[src/rtl/copperv_read_arbiter_pkg.sv]
// copperv_read_arbiter_pkg: shared constants for the copperv read-port arbiter.
// Holds the FSM state encoding, the grant identities and the default bus width.
package copperv_read_arbiter_pkg;

    localparam int BUS_WIDTH       = 32;
    localparam int ARB_STATE_WIDTH = 2;

    typedef enum logic [ARB_STATE_WIDTH-1:0] {
        ARB_STATE_IDLE    = 2'd0,
        ARB_STATE_ADDR    = 2'd1,
        ARB_STATE_RESP    = 2'd2,
        ARB_STATE_DELIVER = 2'd3
    } arb_state_t;

    localparam logic ARB_GRANT_INST = 1'b0;
    localparam logic ARB_GRANT_DATA = 1'b1;

endpackage

[src/rtl/copperv_read_arbiter_if.sv]
// copperv_read_arbiter_if: bundles the instruction-read, data-read and memory
// valid/ready channels. The arbiter uses the slave modport; the core/memory
// environment uses the master modport.
interface copperv_read_arbiter_if #(
    parameter int bus_width = 32
);
    logic                 ir_addr_valid;
    logic                 ir_addr_ready;
    logic [bus_width-1:0] ir_addr;
    logic                 ir_data_valid;
    logic                 ir_data_ready;
    logic [bus_width-1:0] ir_data;

    logic                 dr_addr_valid;
    logic                 dr_addr_ready;
    logic [bus_width-1:0] dr_addr;
    logic                 dr_data_valid;
    logic                 dr_data_ready;
    logic [bus_width-1:0] dr_data;

    logic                 m_addr_valid;
    logic                 m_addr_ready;
    logic [bus_width-1:0] m_addr;
    logic                 m_data_valid;
    logic                 m_data_ready;
    logic [bus_width-1:0] m_data;

    modport slave (
        input  ir_addr_valid, ir_addr, ir_data_ready,
        output ir_addr_ready, ir_data_valid, ir_data,
        input  dr_addr_valid, dr_addr, dr_data_ready,
        output dr_addr_ready, dr_data_valid, dr_data,
        output m_addr_valid, m_addr, m_data_ready,
        input  m_addr_ready, m_data_valid, m_data
    );

    modport master (
        output ir_addr_valid, ir_addr, ir_data_ready,
        input  ir_addr_ready, ir_data_valid, ir_data,
        output dr_addr_valid, dr_addr, dr_data_ready,
        input  dr_addr_ready, dr_data_valid, dr_data,
        input  m_addr_valid, m_addr, m_data_ready,
        output m_addr_ready, m_data_valid, m_data
    );

endinterface

[src/rtl/copperv_arb_pick.sv]
// copperv_arb_pick: combinational winner selection between the instruction
// and data read requesters. Configuration macro: COPPERV_ARB_ROUND_ROBIN_EN
// (defined: ties alternate away from last_grant; undefined: data wins ties).
module copperv_arb_pick
    import copperv_read_arbiter_pkg::*;
(
    input  logic ir_addr_valid,
    input  logic dr_addr_valid,
    input  logic last_grant,
    output logic grant,
    output logic any_req
);

`ifndef COPPERV_ARB_ROUND_ROBIN_EN
    logic w_unused_last_grant;
    assign w_unused_last_grant = last_grant;
`endif

    // A lone requester always wins; only a tie consults the policy.
    always_comb begin
        any_req = ir_addr_valid | dr_addr_valid;
        grant   = ARB_GRANT_INST;
        if (ir_addr_valid && dr_addr_valid) begin
`ifdef COPPERV_ARB_ROUND_ROBIN_EN
            grant = ~last_grant;
`else
            grant = ARB_GRANT_DATA;
`endif
        end else if (dr_addr_valid) begin
            grant = ARB_GRANT_DATA;
        end
    end

endmodule

[src/rtl/copperv_read_arbiter.sv]
// copperv_read_arbiter: shares one memory read port between the instruction
// and data read channels, one transaction in flight at a time.
// Configuration macro: COPPERV_ARB_ROUND_ROBIN_EN selects round-robin ties
// (otherwise fixed priority, data first).
module copperv_read_arbiter
    import copperv_read_arbiter_pkg::*;
#(
    parameter int bus_width = BUS_WIDTH
) (
    input  logic                    clk,
    input  logic                    rst,
    copperv_read_arbiter_if.slave   bus
);

    arb_state_t           r_state;
    logic                 r_grant_q;
    logic [bus_width-1:0] r_addr_q;
    logic [bus_width-1:0] r_data_q;
    logic                 r_m_addr_valid;
    logic                 r_m_data_ready;
    logic                 r_ir_data_valid;
    logic                 r_dr_data_valid;

    logic w_grant;
    logic w_any_req;
    logic w_last_grant;
    logic w_idle;
    logic w_accept;

    assign w_idle   = (r_state == ARB_STATE_IDLE);
    assign w_accept = w_idle && w_any_req;

`ifdef COPPERV_ARB_ROUND_ROBIN_EN
    logic r_last_grant;

    // Remember every accepted winner so the next tie goes the other way.
    always_ff @(posedge clk or negedge rst) begin
        if (!rst) begin
            r_last_grant <= ARB_GRANT_DATA;
        end else if (w_accept) begin
            r_last_grant <= w_grant;
        end
    end

    assign w_last_grant = r_last_grant;
`else
    assign w_last_grant = ARB_GRANT_DATA;
`endif

    copperv_arb_pick u_pick (
        .ir_addr_valid (bus.ir_addr_valid),
        .dr_addr_valid (bus.dr_addr_valid),
        .last_grant    (w_last_grant),
        .grant         (w_grant),
        .any_req       (w_any_req)
    );

    // Address acceptance is combinational in IDLE; gating with rst keeps it
    // low while reset is held even if a requester is already waiting.
    assign bus.ir_addr_ready = rst && w_accept && (w_grant == ARB_GRANT_INST);
    assign bus.dr_addr_ready = rst && w_accept && (w_grant == ARB_GRANT_DATA);

    assign bus.m_addr_valid  = r_m_addr_valid;
    assign bus.m_addr        = r_addr_q;
    assign bus.m_data_ready  = r_m_data_ready;
    assign bus.ir_data_valid = r_ir_data_valid;
    assign bus.dr_data_valid = r_dr_data_valid;
    assign bus.ir_data       = r_data_q;
    assign bus.dr_data       = r_data_q;

    // Transaction FSM: accept, present address, collect data, hand it back.
    always_ff @(posedge clk or negedge rst) begin
        if (!rst) begin
            r_state         <= ARB_STATE_IDLE;
            r_grant_q       <= ARB_GRANT_INST;
            r_addr_q        <= '0;
            r_data_q        <= '0;
            r_m_addr_valid  <= 1'b0;
            r_m_data_ready  <= 1'b0;
            r_ir_data_valid <= 1'b0;
            r_dr_data_valid <= 1'b0;
        end else begin
            case (r_state)
                ARB_STATE_IDLE: begin
                    if (w_any_req) begin
                        r_grant_q      <= w_grant;
                        r_addr_q       <= (w_grant == ARB_GRANT_DATA) ? bus.dr_addr : bus.ir_addr;
                        r_m_addr_valid <= 1'b1;
                        r_state        <= ARB_STATE_ADDR;
                    end
                end
                ARB_STATE_ADDR: begin
                    if (bus.m_addr_ready) begin
                        r_m_addr_valid <= 1'b0;
                        r_m_data_ready <= 1'b1;
                        r_state        <= ARB_STATE_RESP;
                    end
                end
                ARB_STATE_RESP: begin
                    if (bus.m_data_valid) begin
                        r_data_q        <= bus.m_data;
                        r_m_data_ready  <= 1'b0;
                        r_ir_data_valid <= (r_grant_q == ARB_GRANT_INST);
                        r_dr_data_valid <= (r_grant_q == ARB_GRANT_DATA);
                        r_state         <= ARB_STATE_DELIVER;
                    end
                end
                ARB_STATE_DELIVER: begin
                    if ((r_grant_q == ARB_GRANT_DATA) ? bus.dr_data_ready : bus.ir_data_ready) begin
                        r_ir_data_valid <= 1'b0;
                        r_dr_data_valid <= 1'b0;
                        r_state         <= ARB_STATE_IDLE;
                    end
                end
                default: begin
                    r_state <= ARB_STATE_IDLE;
                end
            endcase
        end
    end

endmodule

[src/flat_wrapper.sv]
// flat-port wrapper written by rule: the top's interface ports become plain ports
module copperv_read_arbiter_flat import copperv_read_arbiter_pkg::*;
#(
    parameter int bus_width = BUS_WIDTH
)
  (clk, rst, bus_ir_addr_valid, bus_ir_addr, bus_ir_data_ready, bus_ir_addr_ready, bus_ir_data_valid, bus_ir_data, bus_dr_addr_valid, bus_dr_addr, bus_dr_data_ready, bus_dr_addr_ready, bus_dr_data_valid, bus_dr_data, bus_m_addr_valid, bus_m_addr, bus_m_data_ready, bus_m_addr_ready, bus_m_data_valid, bus_m_data);
  copperv_read_arbiter_if #(.bus_width(bus_width)) bus_i ();
  input  logic clk;
  input  logic rst;
  input wire logic [$bits(bus_i.ir_addr_valid)-1:0] bus_ir_addr_valid;
  input wire logic [$bits(bus_i.ir_addr)-1:0] bus_ir_addr;
  input wire logic [$bits(bus_i.ir_data_ready)-1:0] bus_ir_data_ready;
  output wire logic [$bits(bus_i.ir_addr_ready)-1:0] bus_ir_addr_ready;
  output wire logic [$bits(bus_i.ir_data_valid)-1:0] bus_ir_data_valid;
  output wire logic [$bits(bus_i.ir_data)-1:0] bus_ir_data;
  input wire logic [$bits(bus_i.dr_addr_valid)-1:0] bus_dr_addr_valid;
  input wire logic [$bits(bus_i.dr_addr)-1:0] bus_dr_addr;
  input wire logic [$bits(bus_i.dr_data_ready)-1:0] bus_dr_data_ready;
  output wire logic [$bits(bus_i.dr_addr_ready)-1:0] bus_dr_addr_ready;
  output wire logic [$bits(bus_i.dr_data_valid)-1:0] bus_dr_data_valid;
  output wire logic [$bits(bus_i.dr_data)-1:0] bus_dr_data;
  output wire logic [$bits(bus_i.m_addr_valid)-1:0] bus_m_addr_valid;
  output wire logic [$bits(bus_i.m_addr)-1:0] bus_m_addr;
  output wire logic [$bits(bus_i.m_data_ready)-1:0] bus_m_data_ready;
  input wire logic [$bits(bus_i.m_addr_ready)-1:0] bus_m_addr_ready;
  input wire logic [$bits(bus_i.m_data_valid)-1:0] bus_m_data_valid;
  input wire logic [$bits(bus_i.m_data)-1:0] bus_m_data;
  assign bus_i.ir_addr_valid = bus_ir_addr_valid;
  assign bus_i.ir_addr = bus_ir_addr;
  assign bus_i.ir_data_ready = bus_ir_data_ready;
  assign bus_ir_addr_ready = bus_i.ir_addr_ready;
  assign bus_ir_data_valid = bus_i.ir_data_valid;
  assign bus_ir_data = bus_i.ir_data;
  assign bus_i.dr_addr_valid = bus_dr_addr_valid;
  assign bus_i.dr_addr = bus_dr_addr;
  assign bus_i.dr_data_ready = bus_dr_data_ready;
  assign bus_dr_addr_ready = bus_i.dr_addr_ready;
  assign bus_dr_data_valid = bus_i.dr_data_valid;
  assign bus_dr_data = bus_i.dr_data;
  assign bus_m_addr_valid = bus_i.m_addr_valid;
  assign bus_m_addr = bus_i.m_addr;
  assign bus_m_data_ready = bus_i.m_data_ready;
  assign bus_i.m_addr_ready = bus_m_addr_ready;
  assign bus_i.m_data_valid = bus_m_data_valid;
  assign bus_i.m_data = bus_m_data;
  copperv_read_arbiter #(.bus_width(bus_width)) u_core (.clk(clk), .rst(rst), .bus(bus_i));
endmodule
[config.mk]
export PLATFORM = sky130hd
export DESIGN_NAME = copperv_read_arbiter_flat
export DESIGN_NICKNAME = d
export VERILOG_FILES = /design/src/rtl/copperv_read_arbiter_pkg.sv /design/src/rtl/copperv_read_arbiter_if.sv /design/src/rtl/copperv_arb_pick.sv /design/src/rtl/copperv_read_arbiter.sv /design/src/flat_wrapper.sv
export SDC_FILE = /design/constraint.sdc
export NUM_CORES = 1
export LEC_CHECK = 0
export ABC_AREA = 1
export CAP_MARGIN = 20
export CORE_MARGIN = 2
export CORE_UTILIZATION = 37
export DETAILED_ROUTE_END_ITERATION = 8
export PLACE_DENSITY = 0.85
export SETUP_SLACK_MARGIN = 0.2
export SYNTH_ARGS = -nofsm -noshare
export SYNTH_HDL_FRONTEND = slang
export SYNTH_SLANG_ARGS = --single-unit
[constraint.sdc]
create_clock -name clk -period 1.69 [get_ports clk]
set_input_delay 0.169 -clock clk [delete_from_list [all_inputs] [get_ports clk]]
set_output_delay 0.169 -clock clk [all_outputs]
set_load 0.03 [all_outputs]
# ---- Word-level counts from Yosys, hierarchy flattened
# Index checks and enable logic that the tools add are counted.
dict set report totals {
  reg_bits 71
  wordCells 53
  output_inout_bits 102
  inputBits 104
}
dict set report op_classes {
  eq_ne 7
  n_bitwise 3
  n_reduce_logical 15
  muxes 20
}
# operator n
set ops {}
lappend ops {{32-bit 2-to-1 mux} 1}
lappend ops {{1-bit 2-to-1 mux} 10}
lappend ops {{3-bit AND reduction} 3}
lappend ops {{2-bit 2-to-1 mux} 4}
lappend ops {{1-bit case mux with 2 select lines} 4}
lappend ops {{2-bit case mux with 4 select lines} 1}
lappend ops {{2-bit nonzero test} 3}
lappend ops {{1-bit logical AND} 5}
lappend ops {{2-bit == test, second input constant} 2}
lappend ops {{2-bit by 1-bit inequality test with 1-bit output, second input constant} 2}
lappend ops {{2-bit inequality test, second input constant} 2}
lappend ops {{2-bit AND reduction} 2}
lappend ops {{4-bit AND reduction} 1}
lappend ops {{2-bit by 1-bit == test with 1-bit output, second input constant} 1}
lappend ops {{2-bit zero test} 1}
lappend ops {{1-bit inverter} 2}
lappend ops {{1-bit OR} 1}

# ---- Longest topological paths before layout
dict set report logic_depth {
  ltp_word 4
  depth_mapped 8
  ltp_nobuf 8
}

# ---- Modules after synthesis
# A second synthesis with hierarchy kept.
dict set report hier_totals {
  cells_unflattened 339
  hier_area_um2 3497.1
}
# module instances cells_each area_per_inst_um2 seq_area_each_um2
set modules_own_cells {}
lappend modules_own_cells {copperv_read_arbiter 1 335 3482.1 1776.7}
lappend modules_own_cells {copperv_arb_pick 1 4 15.0 0.0}

# ---- Worst setup path before layout
# OpenSTA, ideal clock, no wires.
dict set report synth_path {
  path_kind {register to output}
  from {register u_core.r_state[0]}
  to {output bus_ir_addr_ready}
  t_arrival_ps 1444
  path_stages_with_launch 9
  setup_slack_ps 77
  required_ps 1521
  path_buffers 2
  path_cell_list {dfrtp_1 inv_1 ha_1 inv_1 nor2_4 buf_6 buf_2 nand3_1 inv_1}
}
dict set report synth_between {
  elab_chain_len 4
}
# item line_no
set synth_rtl {}
lappend synth_rtl {{start: declaration} copperv_read_arbiter.sv:15} ;# arb_state_t r_state;
lappend synth_rtl {{start signal: assignment} copperv_read_arbiter.sv:74} ;# r_state <= ARB_STATE_IDLE;
lappend synth_rtl {{start signal: assignment} copperv_read_arbiter.sv:89} ;# r_state <= ARB_STATE_ADDR;
lappend synth_rtl {{start signal: assignment} copperv_read_arbiter.sv:96} ;# r_state <= ARB_STATE_RESP;
lappend synth_rtl {{2-bit zero test} copperv_read_arbiter.sv:30} ;# assign w_idle = (r_state == ARB_STATE_IDLE);
lappend synth_rtl {{1-bit logical AND} copperv_read_arbiter.sv:31} ;# assign w_accept = w_idle && w_any_req;
lappend synth_rtl {{1-bit logical AND (2 in series)} copperv_read_arbiter.sv:60} ;# assign bus.ir_addr_ready = rst && w_accept && (w_grant == ARB_GRANT_INST);
lappend synth_rtl {{end: declaration} flat_wrapper.sv:13} ;# output wire logic [$bits(bus_i.ir_addr_ready)-1:0] bus_ir_addr_ready;
# Every way passes these cells.

# ---- Worst setup path in the final report
dict set report layout_path {
  from {register u_core.r_state[1]}
  to {output bus_ir_addr_ready}
}
# The elaborated chain is that of the path after synthesis.

==> summary.txt <==
Yosys
  – Net count after synthesis: 449
  – Post-synthesis cell type count: 19
  – Sequential element share of the synthesized area: 0.531
  – Post-Synthesis Cells: 339
  – Dominant cell type by area after synthesis: sky130_fd_sc_hd__dfrtp_1
  – Post-synthesis sequential element count: 71
  – Leading cell type by number of instances after synthesis: sky130_fd_sc_hd__nand2_1
  – Summed instance area of the synthesized netlist: 3350 um^2
  – EDFF count, synth: 0
  – Dominant cells by area after synthesis: sky130_fd_sc_hd__dfrtp_1 53%, sky130_fd_sc_hd__mux2_2 11%, sky130_fd_sc_hd__nand2_1 9.0%
  – Most frequent cells after synthesis: 80 x sky130_fd_sc_hd__nand2_1, 71 x sky130_fd_sc_hd__dfrtp_1, 39 x sky130_fd_sc_hd__nor2_1
  – Ys async rst share: 1.00
  – Synth warn: 0
  – Syn Area/Cell: between 9 and 10 um^2
  – Predominant post-synthesis flop cell: sky130_fd_sc_hd__dfrtp_1
  – Share of Yosys cell area claimed by the top area cell type: 0.531

Job
  – Max-cap viol count: 0

Power and ir drop
  – Internal power: 6.14 mW
  – Part of the power in registers: 0.271
  – Sw Share: 0.472
  – Peak supply drop: 0.964 mV
  – Cell Pwr Density: a little over 2000 nW/um^2
  – Comb power frac: 0.601
  – Power spent charging and discharging nets: 5.49 mW
  – Leakage: 2.69 nW
  – Clock share of power: 0.128

Route
  – Detailed-route DRC error count: 0
  – Vias after detailed routing: roughly 3,100
  – Final wirelength: between 10,000 and 15,000 um
  – Detailed router's first-iteration violation count: 81
  – Avg WL per Cell: 15.8 um
  – Number of search-and-repair iterations in the first detailed-routing pass: 4
  – Count of nets left with antenna violations after detail routing: 0
  – DR vias/cell: 4.85

Global route
  – GR Util All Layers: 0.199
  – Number of antenna violations at the first check in global routing: 0
  – Pin count of the biggest net entering global routing: 40
  – Overflow left after global routing: 0
  – Wire length of the first global-routing pass: 15,500 um
  – Number of global-route vias before repair: about 3,200

Worst setup path
  – Startpoint of the worst-slack reg-to-reg timing path: u_core.r_state[1]
  – Worst-path cell with the longest stage delay: sky130_fd_sc_hd__dfrtp_1
  – Endpoint arrival time on the critical path: between 1 and 1.5 ns
  – Critical Path RT: 1.52 ns
  – Critical Path Source Type: flop
  – Nature of the critical path endpoint: output port
  – Reg2Reg Capture Point: u_core.r_state[0]
  – Delay contributed by the slowest stage of the critical path: 0.40 ns
  – Critical path peak fanout: 3
  – R2r setup slk: 0.11 ns
  – Worst Path Buf+Inv: 4
  – List of cells traversed by the critical path: inv_2 > ha_4 > inv_4 > nor2_4 > nand3_2 > inv_2 > buf_6
  – Number of cells on the worst reg-to-reg path: 9
  – Critical path class: reg -> out
  – Largest delay contributor family on the critical path: flip-flops
  – Worst setup path startpoint: u_core.r_state[1]
  – Most numerous cell on the critical path: sky130_fd_sc_hd__inv_2

Clocking
  – Root Buffer Master: sky130_fd_sc_hd__clkbuf_8
  – Number of clock buffers inserted by TritonCTS: 9
  – H-tree depth reported by CTS: 3
  – Clock network latency to the later pin of the worst-skew pair: between 0.3 and 0.4 ns
  – Maximum buffer depth of the clock tree: 2
  – Clock tree from TritonCTS: yes
  – Clock transition at path regs: 0.08 ns
  – TritonCTS sink count: 71

Finish
  – # nets final: between 600 and 700
  – Share of the core filled with cells: 0.654
  – Antenna cell count: 0
  – Area delta synth->final: 71.3%
  – Fraction of final layout cells with drive strength greater than 1: 0.165
  – Count of filler cells inserted in the layout: 731

Die
  – Site Rows: 34
  – Number of top-level design ports: 206
  – Core box area: approximately 8800 um^2
  – Vert. Die Dim: 99.1 um
  – Die Span X: about 99 um
  – Overall die area: 9820 um^2
  – Initial Utilization: 0.382

Timing
  – Worst Hold Margin: 0.388 ns
  – Final sum of negative setup slack: 0 ns
  – Post-layout minimum cycle time: 1.58 ns
  – Slew Viols, Final: 0
  – Max_slew headroom: 0.669
  – Transition time at the pin with the least slew margin: 0.496 ns
  – Final hold violation count: 0
  – RSZ-0062 raised after global routing: yes
  – Period utilisation layout: 0.934
  – Setup ws final: around 0.11 ns
  – Clock skew after layout: 0.00746 ns
  – Max frequency: 0.634 GHz
  – Final setup fails: 0

Worst hold path
  – Hold EP: u_core.bus.m_addr[7]
  – Hold Path Depth: 3
  – Hold Crit Start: bus_dr_addr[7]
  – Class of the worst hold path: in -> reg

Placement
  – Buffers added on ports: 205
  – Post-Place Setup Slack: 0.0893 ns
  – RePlAce Congestion: 0.818
  – Post-detail-place hpwl: 7380 um

Outcome
  – Outcome: finished clean
## what timing repair did
action                     in CTS  in global routing
hold endpoints to repair       71                  0
pin swaps                       3                  2
setup endpoints to repair     165                 67
setup buffers                   7                  2
gates resized for setup       112                 22
hold buffers                    1                  0
gates cloned                    2                  2
## metal layers
| metal | vias up | share of wire | routed length [um] | GRT usage |
|---|---|---|---|---|
| li1 | 1469 | - | - | - |
| met1 | 1490 | 0.37 | 3780 | 0.223 |
| met2 | 170 | 0.53 | 5420 | 0.371 |
| met3 | 7 | 0.090 | 923 | 0.0513 |
| met4 | 0 | 0.0088 | 90 | 0.0580 |
| met5 | - | 0 | 0 | 0 |
## tightest hold or removal path, cell delays in order
cell	delay [ns]
sky130_fd_sc_hd__clkdlybuf4s50_1	0.39
sky130_fd_sc_hd__nand2_1	0.05
sky130_fd_sc_hd__a31oi_1	0.07
## cells in the final DEF (no fill, tap or decap), drive strengths merged
| cell type | n |
|---|---|
| nand3 | 7 |
| nor3 | 1 |
| or2 | 1 |
| a21oi | 1 |
| mux2 | 32 |
| nand2 | 80 |
| clkinvlp | 2 |
| inv | 13 |
| ha | 6 |
| a31oi | 32 |
| clkinv | 3 |
| dfrtp | 71 |
| dlygate4sd2 | 100 |
| o21ai | 4 |
| bufinv | 2 |
| clkbuf | 11 |
| dlygate4sd3 | 1 |
| nor2 | 41 |
| clkdlybuf4s50 | 102 |
| buf | 27 |
| o21a | 1 |
## layout make-up
class / count / area [um^2] / share of cell area
repair buffers: 232 / 2260 / 0.395
flip-flops and latches: 71 / 1780 / 0.310
multi-input cells: 206 / 1280 / 0.224
well taps: 108 / 135 / 0.0236
clock buffers: 9 / 124 / 0.0216
clock inverters: 7 / 97.6 / 0.0170
inverters: 13 / 51.3 / 0.00895
## logic make-up (layout without fill, tap and decap cells)
logic type,after synthesis,after routing,share of synthesized area
compound gates,38,38,0.0696
mux,32,32,0.108
simple gates,130,130,0.154
flops,71,71,0.531
fa+ha+maj,6,6,0.0224
buf+inv,62,261,0.115
## power by group through the flow
stage          clock, mW  sequential [mW]  combinational (mW)
2_1_floorplan          0             4.76                3.00
3_3_place_gp           0             3.16                7.09
3_5_place_dp           0             3.22                7.24
4_1_cts             1.53             3.13                6.71
5_1_grt             1.61             3.27                7.40
6_report            1.49             3.15                7.00
## how the worst max path moves through the flow
stage,cells past startpoint,endpoint
finish,7,bus_ir_addr_ready
global route,7,bus_ir_addr_ready
CTS,7,bus_ir_addr_ready
detailed placement,7,u_core.bus.m_addr[21]
global placement,6,bus_ir_addr_ready
floorplan,8,bus_ir_addr_ready
## sequential cells by signal, indices dropped and copies added (netlist names)
| register | cells |
|---|---|
| u_core.bus.dr_data | 32 |
| u_core.bus.dr_data_valid | 1 |
| u_core.bus.ir_data_valid | 1 |
| u_core.bus.m_addr | 32 |
| u_core.bus.m_addr_valid | 1 |
| u_core.bus.m_data_ready | 1 |
| u_core.r_grant_q | 1 |
| u_core.r_state | 2 |
## per-stage QoR
step                area (um^2)  instances  power, mW
floorplan                  3350        339       7.76
global placement           5310        616       10.3
detailed placement         5310        616       10.5
CTS                        5570        642       11.4
global route               5730        646       12.3
finish                     5730        646       11.6
(Power assumes the default switching activity.)
